<file path="src/rtl/ladder_tick_gen.sv">
// ============================================================================
// Module      : ladder_tick_gen
// Description : 1 kHz time base for ladder timers, with a programmable divisor,
//               a tick strobe, a ms counter and an optional decade strobe cascade.
//               The cascade is built only when TICK_DECADE_EN is defined.
// Revision    : 1.0 - initial release
// ============================================================================
`default_nettype none

module ladder_tick_gen #(
    parameter int unsigned CLK_HZ  = 50_000_000,
    parameter int unsigned TICK_HZ = 1000
) (
    input  logic        clk,
    input  logic        rst,
    input  logic        en,
    input  logic        cfg_valid,
    input  logic [31:0] cfg_div,
    output logic        cfg_ready,
    output logic [31:0] div_cur,
    output logic        tick,
    output logic        tick_stb,
    output logic        tick_10ms_stb,
    output logic        tick_100ms_stb,
    output logic        tick_1s_stb,
    output logic [31:0] ms_count
);

    localparam logic [31:0] C_DIV_RAW = 32'(CLK_HZ / TICK_HZ);
    localparam logic [31:0] C_DIV_RST = (C_DIV_RAW < 32'd2) ? 32'd2 : C_DIV_RAW;

    logic [31:0] r_ph;
    logic [31:0] r_pend_div;
    logic        r_pend_valid;

    logic [31:0] w_half;
    logic        w_wrap;
    logic        w_fall;
    logic        w_xfer;
    logic        w_apply;
    logic [31:0] w_cfg_clamped;

    assign w_half        = div_cur >> 1;
    assign w_wrap        = en && (r_ph == (div_cur - 32'd1));
    assign w_fall        = en && (r_ph == (w_half - 32'd1));
    assign w_xfer        = cfg_valid && cfg_ready;
    // A pending divisor takes effect on a period boundary, or at once while idle.
    assign w_apply       = r_pend_valid && (w_wrap || !en);
    assign w_cfg_clamped = (cfg_div < 32'd2) ? 32'd2 : cfg_div;

    always_ff @(posedge clk or negedge rst) begin
        if (!rst) begin
            r_ph         <= 32'd0;
            tick         <= 1'b0;
            tick_stb     <= 1'b0;
            ms_count     <= 32'd0;
            div_cur      <= C_DIV_RST;
            r_pend_div   <= 32'd0;
            r_pend_valid <= 1'b0;
            cfg_ready    <= 1'b1;
        end else begin
            if (!en || w_wrap) begin
                r_ph <= 32'd0;
            end else begin
                r_ph <= r_ph + 32'd1;
            end

            if (!en) begin
                tick <= 1'b0;
            end else if (w_wrap) begin
                tick <= 1'b1;
            end else if (w_fall) begin
                tick <= 1'b0;
            end

            tick_stb <= w_wrap;
            ms_count <= ms_count + {31'd0, w_wrap};

            // cfg_ready is low exactly while a divisor is pending, so apply and
            // transfer never coincide.
            if (w_apply) begin
                div_cur      <= r_pend_div;
                r_pend_valid <= 1'b0;
                cfg_ready    <= 1'b1;
            end else if (w_xfer) begin
                r_pend_div   <= w_cfg_clamped;
                r_pend_valid <= 1'b1;
                cfg_ready    <= 1'b0;
            end
        end
    end

`ifdef TICK_DECADE_EN
    logic [3:0] r_c10;
    logic [3:0] r_c100;
    logic [3:0] r_c1s;
    logic       w_c10_wrap;
    logic       w_c100_wrap;
    logic       w_c1s_wrap;

    assign w_c10_wrap  = w_wrap && (r_c10 == 4'd9);
    assign w_c100_wrap = w_c10_wrap && (r_c100 == 4'd9);
    assign w_c1s_wrap  = w_c100_wrap && (r_c1s == 4'd9);

    always_ff @(posedge clk or negedge rst) begin
        if (!rst) begin
            r_c10          <= 4'd0;
            r_c100         <= 4'd0;
            r_c1s          <= 4'd0;
            tick_10ms_stb  <= 1'b0;
            tick_100ms_stb <= 1'b0;
            tick_1s_stb    <= 1'b0;
        end else begin
            tick_10ms_stb  <= w_c10_wrap;
            tick_100ms_stb <= w_c100_wrap;
            tick_1s_stb    <= w_c1s_wrap;
            if (w_wrap) begin
                r_c10 <= w_c10_wrap ? 4'd0 : r_c10 + 4'd1;
            end
            if (w_c10_wrap) begin
                r_c100 <= w_c100_wrap ? 4'd0 : r_c100 + 4'd1;
            end
            if (w_c100_wrap) begin
                r_c1s <= w_c1s_wrap ? 4'd0 : r_c1s + 4'd1;
            end
        end
    end
`else
    assign tick_10ms_stb  = 1'b0;
    assign tick_100ms_stb = 1'b0;
    assign tick_1s_stb    = 1'b0;
`endif

endmodule

`default_nettype wire

</file>
<file path="config.mk">
export PLATFORM = sky130hd
export DESIGN_NAME = ladder_tick_gen
export DESIGN_NICKNAME = d
export VERILOG_FILES = /design/src/rtl/ladder_tick_gen.sv
export SDC_FILE = /design/constraint.sdc
export NUM_CORES = 1
export LEC_CHECK = 0
export CAP_MARGIN = 5
export CORE_MARGIN = 1
export CORE_UTILIZATION = 35
export DETAILED_ROUTE_END_ITERATION = 7
export SETUP_SLACK_MARGIN = 0.02
export SYNTH_ARGS = -nofsm -noshare
export SYNTH_HDL_FRONTEND = slang
export SYNTH_SLANG_ARGS = --single-unit
</file>
<file path="constraint.sdc">
create_clock -name clk -period 4.58 [get_ports clk]
set_input_delay 1.374 -clock clk [delete_from_list [all_inputs] [get_ports clk]]
set_output_delay 1.374 -clock clk [all_outputs]
set_load 0.02 [all_outputs]
</file>
==> key figures <==
Final layout
  • NumNets Final: approximately 920
  • P&R area growth vs syn: 28.36%
  • Post-layout util: 0.4636
  • Diodes inserted: 0
  • Share of post-route cells with drive strength above 1: 0.1295

Critical path
  • CP startpoint: div_cur[1]
  • R2R cell count: 19
  • Setup CP Type: reg -> reg
  • Worst reg2reg startpoint: div_cur[1]
  • Crit path launch type: flop
  • Worst Path Arrival: about 4.5 ns
  • CP Max Fanout: 9
  • Crit path required time: 4.89 ns
  • Crit. End Element: flop

Synthesis
  • Leading area contributor after synthesis: dfrtp_1
  • Area share of the largest cell type after synthesis: 0.4082
  • Asr flop ratio synth: 1.000
  • YS warnings: 0
  • Synth top area cells: dfrtp_1 41%, xnor2_1 9.4%, mux2_1 9.3%, xor2_1 7.2%, nor2_1 3.3%
  • Sequential area share after synthesis: 0.4322
  • Post-synthesis cell type count: 66
  • Synth Area per Inst: 10.19 um^2
  • Ys flop type: dfrtp_1
  • Post-synthesis register bit count: 132
  • Synth Instances: 752
  • Synth Cell Area: between 7000 and 8000 um^2
  • EDFF count, synth: 0

STA
  • Least-Margin Pin Slew: 0.8627 ns
  • TNS Setup: 0 ns
  • Tmin final: roughly 4.2 ns
  • RSZ-0062 raised after global routing: no
  • Worst hold slack: 0.4747 ns
  • Worst rel slew slack: 0.4196
  • Clock skew: 0.009637 ns
  • Max Freq: 0.2374 GHz
  • Fin crit share: 0.9197
  • Final number of max-transition violations: 0
  • Endpoints failing setup: 0
  • Final hold violation count: 0

Clock network
  • Clock latency at the later pin of the worst-skew pair: 0.43 ns
  • CTS H-tree lvls: 4
  • Longest Clk Path Bufs: 2
  • Clock-pin transition on the worst setup and hold timing paths: 0.06 ns
  • TritonCTS Sinks: 132
  • Hold Buf Count CTS: 0
  • Clock Tree Root: clkbuf_16
  • CTS tree: done
  • CTS Buf Count: 17

Global routing
  • Global-route wire length before repair: 31,900 um
  • Antenna violations before repair: 0
  • Total track usage: 0.1855
  • Vias in the first global route: 5,923
  • Global route overflow: 0
  • Largest net degree at the start of global routing: 86

Detailed routing
  • Top Metal Used: met4
  • M1 WL: 9047 um
  • Initial DRC Count: 327
  • Number of routed nets with antenna violations: 0
  • # DRC: 0
  • Total wire length: a little under 20,000 um
  • Met3 Wirelength: a little over 900 um
  • First-pass DRT Iterations: 5
  • Vias per inst: 5.115
  • Post-DR wirelength/cell: 17.04 um
  • Vias: 5,949
  • Metal2 WL: 9540 um

Floorplan
  • Starting density of the core: 0.3611
  • Core area: 21,220 um^2
  • Cell row count: 53
  • Chip height: 150.0 um
  • Die Wd: 150.0 um
  • Die area: 22,490 um^2
  • Ports: 106

Place
  • IO buf count: 102
  • Final GP Congestion: 0.9351
  • DP HPWL: 14,900 um

Outcome
  • Outcome: completed

Pwr
  • Worst vdd ir: between 200 and 250 uV
  • Leakage: 4.093 nW
  • Power Density: 552.2 nW/um^2

Min path
  • Hold depth: 1
  • HP Start: r_pend_div[29]
  • Hold Crit Class: reg -> reg

Run
  • Max-Cap Viols: 0
[final timing paths]
path / end / slack [ns]
setup / recovery: ms_count[27] / 0.37
hold / removal: div_cur[29] / 0.47
setup reg to reg: ms_count[27] / 0.37
hold reg to reg: div_cur[29] / 0.47
max in group asynchronous: div_cur[4] / 2.68
min in group asynchronous: r_pend_div[19] / 1.01
[per-stage QoR]
| stage | setup WS (ns) | cells | total power, W | cell area [um^2] |
|---|---|---|---|---|
| finish | 0.3680 | 1163 | 0.005432 | 9837 |
| global route | 0.01631 | 1163 | 0.005752 | 9837 |
| CTS | 0.05373 | 1161 | 0.005460 | 9788 |
| detailed placement | -0.02995 | 1129 | 0.004076 | 9191 |
| global placement | 0.1786 | 1129 | 0.004057 | 9191 |
| floorplan | 0.07383 | 754 | 0.003140 | 7686 |
[cells by family after synthesis]
family | Yosys count | synth area share
AND/OR/NAND/NOR | 282 | 0.2002
XOR/XNOR | 146 | 0.1687
flip-flops | 132 | 0.4322
multiplexers | 67 | 0.09796
buffers and inverters | 63 | 0.03739
AO/OA/AOI/OAI | 56 | 0.05502
adder cells (fa/ha/maj) | 5 | 0.008163
other | 1 | 0.0004893
[sequential cells by signal, indices dropped and copies added (netlist names)]
signal and flops:
div_cur 32, ms_count 32, r_pend_div 32, r_ph 32
cfg_ready 1, r_pend_valid 1, tick 1, tick_stb 1
[power breakdown]
part	internal (W)	leakage (nW)	switching [W]	total (W)
Combinational	0.00111	2.10	0.00120	0.00230
Sequential	0.00147	1.71	0.000297	0.00176
Clock	0.000824	0.286	0.000542	0.00137
[worst max-delay path: stages (launching register included)]
cell and delay, ns:
dfrtp_1 0.37, inv_1 0.08, ha_2 0.25, nor4b_4 0.26, buf_4 0.21, nand4_1 0.15
or4_1 0.50, a21oi_1 0.14, a31oi_1 0.12, nor4_2 0.31, and2_4 0.21, ha_1 0.20
nand2_1 0.11, nor4_1 0.18, buf_4 0.17, nand2_1 0.11, nor2_1 0.21, and3_1 0.28
nand3_1 0.11, xnor2_1 0.13
[layer usage]
metal / vias up / track usage
li1: 2884 / -
met1: 2899 / 0.2403
met2: 140 / 0.3063
met3: 26 / 0.04695
met4: 0 / 0.04899
met5: - / 0
[layout by cell type, fill, tap and decap left out, drive strengths merged, types with 16 or more instances in the layout]
cell type	instances
clkbuf	19
and3	18
nand4	29
dfrtp	125
nand2	34
clkdlybuf4s50	101
nor2	67
inv	16
mux2	64
nor4	29
xnor2	82
nand3	42
buf	52
xor2	63
[Yosys cell counts (7+ instances only)]
cell type	count
nand3_1	42
mux2_1	63
and3_1	18
nor4_1	26
and4_1	8
a21oi_1	9
clkbuf_1	37
and2_1	8
nor2_1	67
dfstp_2	7
nand2_1	33
xor2_1	63
nand4_1	29
xnor2_1	82
nor3_1	14
inv_1	12
dfrtp_1	125
[final cells by class]
type                    count  area [um^2]
multi-input cells         559         4126
clock inverters            13        148.9
repair buffers            153         1418
inverters                  12        45.04
flip-flops and latches    132         3312
fillers                  2093        11380
well taps                 275        344.1
clock buffers              19        442.9
[what timing repair did]
| action | CTS | global route |
|---|---|---|
| endpoints found under the hold margin | 0 | 0 |
| setup buffers | 0 | 2 |
| pin swaps | 1 | 3 |
| cloned | 0 | 0 |
| gates resized for setup | 1 | 8 |
| endpoints found under the setup margin | 2 | 9 |
No activity file was read; power rests on OpenSTA's default activity.
